**src/rtl/alu_instr_decoder.sv**
```systemverilog
// Decode stage: 16-bit instruction -> func_t, register addresses and sign-extended immediate.
// Latency: 1 cycle from accept to output when the 2-entry buffer is empty, otherwise behind older entries.
// Backpressure: instr_ready_o depends on registered occupancy only; dec_ready_i never reaches it combinationally.

package simple_processor_pkg;
    localparam int DATA_WIDTH = 32;

    typedef enum logic [1:0] {
        ADD     = 2'd0,
        SUB     = 2'd1,
        ADDI    = 2'd2,
        INVALID = 2'd3
    } func_t;
endpackage

module alu_instr_decoder
    import simple_processor_pkg::*;
#(
    parameter int INSTR_WIDTH = 16,
    parameter int DATA_WIDTH  = simple_processor_pkg::DATA_WIDTH,
    parameter int CNT_WIDTH   = 8
) (
    input  logic                   clk_i,
    input  logic                   arst_i,
    input  logic [INSTR_WIDTH-1:0] instr_i,
    input  logic                   instr_valid_i,
    output logic                   instr_ready_o,
    input  logic                   flush_i,
    output func_t                  func_o,
    output logic [2:0]             rd_addr_o,
    output logic [2:0]             rs1_addr_o,
    output logic [2:0]             rs2_addr_o,
    output logic                   uses_rs2_o,
    output logic [5:0]             imm_o,
    output logic [DATA_WIDTH-1:0]  imm_ext_o,
    output logic                   dec_valid_o,
    input  logic                   dec_ready_i,
    output logic [CNT_WIDTH-1:0]   illegal_count_o
);

    // One fully decoded instruction as held in the buffer.
    typedef struct packed {
        func_t      func;
        logic [2:0] rd;
        logic [2:0] rs1;
        logic [2:0] rs2;
        logic       uses_rs2;
        logic [5:0] imm;
    } dec_t;

    localparam dec_t EMPTY_REC = '{func: INVALID, rd: 3'd0, rs1: 3'd0, rs2: 3'd0,
                                   uses_rs2: 1'b0, imm: 6'd0};

    // Slot 0 is always the head; slot 1 is only meaningful when occupancy is 2.
    dec_t       r_slot0;
    dec_t       r_slot1;
    logic [1:0] r_occ;
    logic       r_rdy;
    logic [CNT_WIDTH-1:0] r_cnt;

    dec_t       w_dec;
    dec_t       w_head;
    dec_t       w_slot0_nxt;
    dec_t       w_slot1_nxt;
    logic [1:0] w_occ_nxt;
    logic [3:0] w_opcode;
    logic       w_acc;
    logic       w_pop;
    logic       w_illegal;

    assign w_opcode  = instr_i[15:12];
    assign w_acc     = instr_valid_i & r_rdy;
    assign w_pop     = (r_occ != 2'd0) & dec_ready_i;
    assign w_illegal = w_acc & (w_dec.func == INVALID);

    // Decode the incoming instruction ahead of the buffer registers.
    always_comb begin
        w_dec          = EMPTY_REC;
        w_dec.rd       = instr_i[11:9];
        w_dec.rs1      = instr_i[8:6];
        w_dec.imm      = instr_i[5:0];
        case (w_opcode)
            4'd0: begin
                w_dec.func     = ADD;
                w_dec.rs2      = instr_i[5:3];
                w_dec.uses_rs2 = 1'b1;
            end
            4'd1: begin
                w_dec.func     = SUB;
                w_dec.rs2      = instr_i[5:3];
                w_dec.uses_rs2 = 1'b1;
            end
            4'd2:    w_dec.func = ADDI;
            default: w_dec.func = INVALID;
        endcase
    end

    // Next buffer contents: flush empties it; a pop at occupancy 1 with an accept replaces the head.
    always_comb begin
        w_occ_nxt   = r_occ;
        w_slot0_nxt = r_slot0;
        w_slot1_nxt = r_slot1;
        if (flush_i) begin
            w_occ_nxt = 2'd0;
        end else begin
            case (r_occ)
                2'd0: begin
                    if (w_acc) begin
                        w_slot0_nxt = w_dec;
                        w_occ_nxt   = 2'd1;
                    end
                end
                2'd1: begin
                    if (w_acc && w_pop) begin
                        w_slot0_nxt = w_dec;
                    end else if (w_acc) begin
                        w_slot1_nxt = w_dec;
                        w_occ_nxt   = 2'd2;
                    end else if (w_pop) begin
                        w_occ_nxt   = 2'd0;
                    end
                end
                2'd2: begin
                    if (w_pop) begin
                        w_slot0_nxt = r_slot1;
                        w_occ_nxt   = 2'd1;
                    end
                end
                default: w_occ_nxt = 2'd0;
            endcase
        end
    end

    // Buffer state; ready is registered so it stays low through reset and rises on the first clock after.
    always_ff @(posedge clk_i or posedge arst_i) begin
        if (arst_i) begin
            r_slot0 <= EMPTY_REC;
            r_slot1 <= EMPTY_REC;
            r_occ   <= 2'd0;
            r_rdy   <= 1'b0;
        end else begin
            r_slot0 <= w_slot0_nxt;
            r_slot1 <= w_slot1_nxt;
            r_occ   <= w_occ_nxt;
            r_rdy   <= (w_occ_nxt != 2'd2);
        end
    end

    // Saturating count of accepted INVALID opcodes; flushed instructions still count.
    always_ff @(posedge clk_i or posedge arst_i) begin
        if (arst_i) begin
            r_cnt <= '0;
        end else if (w_illegal && (r_cnt != {CNT_WIDTH{1'b1}})) begin
            r_cnt <= r_cnt + 1'b1;
        end
    end

    // An empty buffer presents a fixed INVALID/zero record instead of stale data.
    assign w_head = (r_occ != 2'd0) ? r_slot0 : EMPTY_REC;

    assign instr_ready_o   = r_rdy;
    assign dec_valid_o     = (r_occ != 2'd0);
    assign func_o          = w_head.func;
    assign rd_addr_o       = w_head.rd;
    assign rs1_addr_o      = w_head.rs1;
    assign rs2_addr_o      = w_head.rs2;
    assign uses_rs2_o      = w_head.uses_rs2;
    assign imm_o           = w_head.imm;
    assign imm_ext_o       = {{(DATA_WIDTH-6){w_head.imm[5]}}, w_head.imm};
    assign illegal_count_o = r_cnt;

endmodule

```
**config.mk**
```make
export PLATFORM = sky130hd
export DESIGN_NAME = alu_instr_decoder
export DESIGN_NICKNAME = d
export VERILOG_FILES = /design/src/rtl/alu_instr_decoder.sv
export SDC_FILE = /design/constraint.sdc
export NUM_CORES = 1
export LEC_CHECK = 0
export CORE_MARGIN = 5
export CORE_UTILIZATION = 46
export DETAILED_ROUTE_END_ITERATION = 16
export PLACE_DENSITY = 0.8
export SYNTH_ARGS = -nofsm -noshare
export SYNTH_HDL_FRONTEND = slang
export SYNTH_SLANG_ARGS = --single-unit
```
**constraint.sdc**
```tcl
create_clock -name clk_i -period 2.27 [get_ports clk_i]
set_input_delay 0.454 -clock clk_i [delete_from_list [all_inputs] [get_ports clk_i]]
set_output_delay 0.454 -clock clk_i [all_outputs]
set_load 0.01 [all_outputs]
```
==> flow_summary.yaml <==
synth:
  yosys_warnings: 0
  ys.flop_type: "dfrtp_1"
  postSynth.asyncResetShare_pct: 100.0
  synth_top_area_cell: "dfrtp_1"
  synthTopCellsByArea: "dfrtp_1, mux2_2, buf_4"
  synth_edf_count: 0
  synth_mux_area_share_pct: 16.64
  yosys.area_share.simple_pct: 18.03
  ys_ff_latch: 47
  synth_xor_area_share_pct: 1.739
  synth_top_family_by_area: "simple AND/OR/NAND/NOR gates"
  synth_cell_type_count: 31
  syn_inst: 245
  ys_seq_area_share_pct: 46.90
  avgSynthCellArea_um2: 10.28
  netlist_area_mm2: 0.002519
  synth-adder-area-share_pct: 0.4968
  yosys.area.top_type_share_pct: 42.72
  synth_nets: 267
  synth_compound_area_share_pct: 3.875
clock_network:
  clkLatencyLatePin_ns: 0.30
  clock_path_buffers: 2
  cts_made_buffers: 5
  cts.sinks: 47
  h-tree-depth: 2
  hold_buffers: 0
  cts.reportedPaths.clkPinSlew_ns: 0.08
  cts-root-buf: "clkbuf_8"
  cts_tree: "done"
sta:
  setup_violations: 0
  max_freq_mhz: 453.4
  min_period_over_period_pct: 97.17
  tightest_slew_ns: 0.6105
  maxSlewHeadroom_pct: 59.30
  hold_violations: 0
  tns_ns: 0
  clock-skew-final_ns: 0.01114
  period_needed_ns: 2.206
  slew_viol_final: 0
power:
  p_switching_mw: 0.7547
  p_comb_share_pct: 31.6
  p_leak_nw: 1.793
  intPower_mw: 1.917
  swShare_pct: 28.25
  powerDensity_mw_per_mm2: 778.2
  seq_power_share_pct: 44.8
  power_frac_clock_pct: 23.7
  peakVddDrop_mv: 0.7148
worst_setup_path:
  crit_path_top_delay_cell: "clkdlybuf4s50_1"
  worstReg2RegEnd: "r_slot0[13]"
  worstPathRequired_ns: 1.82
  r2r_setup_slack_ns: 0.40
  crit_family: "buffers and inverters"
  worst_setup_path_end_kind: "output port"
  worstSetupPathType: "flop to output port"
  path_cells: "nor2_1, buf_4, nor2b_2, buf_12, clkdlybuf4s50_1"
  cp-startpoint: "r_occ[0]"
  slowest_delay_ns: 0.54
  reg2reg_depth: 6
  critPathMaxFanout: 28
  crit_arrival_ns: 1.75
  timing.rr.start: "r_occ[0]"
  crit_path_start_kind: "flop"
  cp_num_buf_inv: 3
global_route:
  grt_use_total_pct: 15.76
  grt_pass1_wl_um: 9045
  grt_antenna_before_repair: 0
  overflow: 0
  grt_max_degree: 29
  grt_pass1_vias: 1950
min_path:
  worstHoldPathCells: 2
  min_from: "r_slot0[17]"
  whs_endpoint: "r_slot0[17]"
  hp-class: "flop to flop"
floorplanning:
  core_mm2: 0.005405
  rows: 27
  die_w_um: 84.00
  die_h_um: 84.00
  initial_utilization_pct: 46.60
  design.die.area_mm2: 0.007055
  io_pins: 81
detailed_routing:
  via_per_inst: 4.916
  num_vias: 1883
  wirelength_um: 5471
  ant_nets: 0
  remaining_drc_errors: 0
  drtIter0Drc: 81
  firstDrtPassIters: 4
  avgRoutedWirePerCell_um: 14.28
place:
  hpwl_um: 4036
  io_buffers: 80
  gp_congestion: 0.7785
final_layout:
  final_layout_size_suffix_gt1_share_pct: 21.54
  fin_nets: 332
  seq_area_mm2: 0.001181
  fin_util_pct: 63.52
  final_common_cell: "clkdlybuf4s50_1"
  fillers: 446
  diodes: 0
  multi_input_area_mm2: 0.001032
  syn_to_final_growth_pct: 36.31
  mostFrequentLayoutCells: "clkdlybuf4s50_1, nand2_1, dfrtp_1"
status:
  outcome: "complete, no violations"
job:
  drv_cap: 0
tightest hold or removal path: cells and delay by family (launching register included):
family / cells / cell delay, ns
mux: 1 / 0.05
buf+inv: 1 / 0.04
flops: 1 / 0.37
layer usage:
layer,up-vias,GRT usage (%),routed length (µm)
met5,-,0,0
met4,0,6.871,106
met3,10,3.455,290
met2,62,27.84,2796
met1,906,18.20,2277
li1,905,-,-
kinds of logic after synthesis:
logic type,count (synthesis)
adders and majority gates,1
xor gates and xnor gates,5
and+or+nand+nor,95
muxes,35
AOI/OAI and AO/OA,16
buffers and inverters,46
DFF,47
cell usage after synthesis, drive strengths merged (3+ instances only):
cell type,number
nor2b,19
o21ai,10
nand2,56
xnor2,3
inv,7
nand4,3
a21oi,3
clkbuf,5
buf,34
dfrtp,43
dfstp,4
mux2,31
nor2,7
mux2i,4
registers in the layout, summed over array words and instances (netlist names):
| register | cells |
|---|---|
| r_slot0 | 18 |
| r_slot1 | 18 |
| illegal_count_o | 8 |
| r_occ | 2 |
| instr_ready_o | 1 |
layout make-up:
cell class / instances / area share (%)
clock inverters: 2 / 1.020
well taps: 72 / 2.624
clock buffers: 6 / 2.405
repair buffers: 97 / 28.72
multi-input cells: 152 / 30.07
flip-flops and latches: 47 / 34.40
inverters: 7 / 0.7653
power groups by stage:
stage	Clock, mW	Sequential, mW	Combinational (mW)
finish	0.632	1.20	0.843
global route	0.691	1.22	0.913
CTS	0.646	1.19	0.867
detailed placement	0	1.21	0.858
global placement	0	1.20	0.828
floorplan	0	1.20	0.488
through the flow:
step	hold WS, ns	area, µm²	power, mW	setup slack (ns)	std cells
after floorplan	0.4411	2521	1.690	0.4039	245
after global placement	0.4596	3256	2.028	0.01332	373
after detailed placement	0.4568	3256	2.069	0.01484	373
after CTS	0.4698	3388	2.707	0.02431	383
after global routing	0.4882	3433	2.828	-0.001083	383
final	0.4677	3433	2.672	0.06426	383
how the worst max path moves through the flow:
stage               endpoint  slack, ns  cells past startpoint
3_5_place_dp     r_slot0[13]       0.01                      6
4_1_cts        imm_ext_o[28]       0.02                      5
6_report       imm_ext_o[23]       0.06                      5
3_3_place_gp     r_slot0[13]       0.01                      6
2_1_floorplan  imm_ext_o[10]       0.40                      3
5_1_grt        imm_ext_o[30]     -0.001                      5
repair_timing:
| item | CTS | global route |
|---|---|---|
| buffers inserted | 2 | 0 |
| gates resized for setup | 0 | 18 |
| endpoints found under the setup margin | 28 | 28 |
Power figures use the tool's default switching activity.
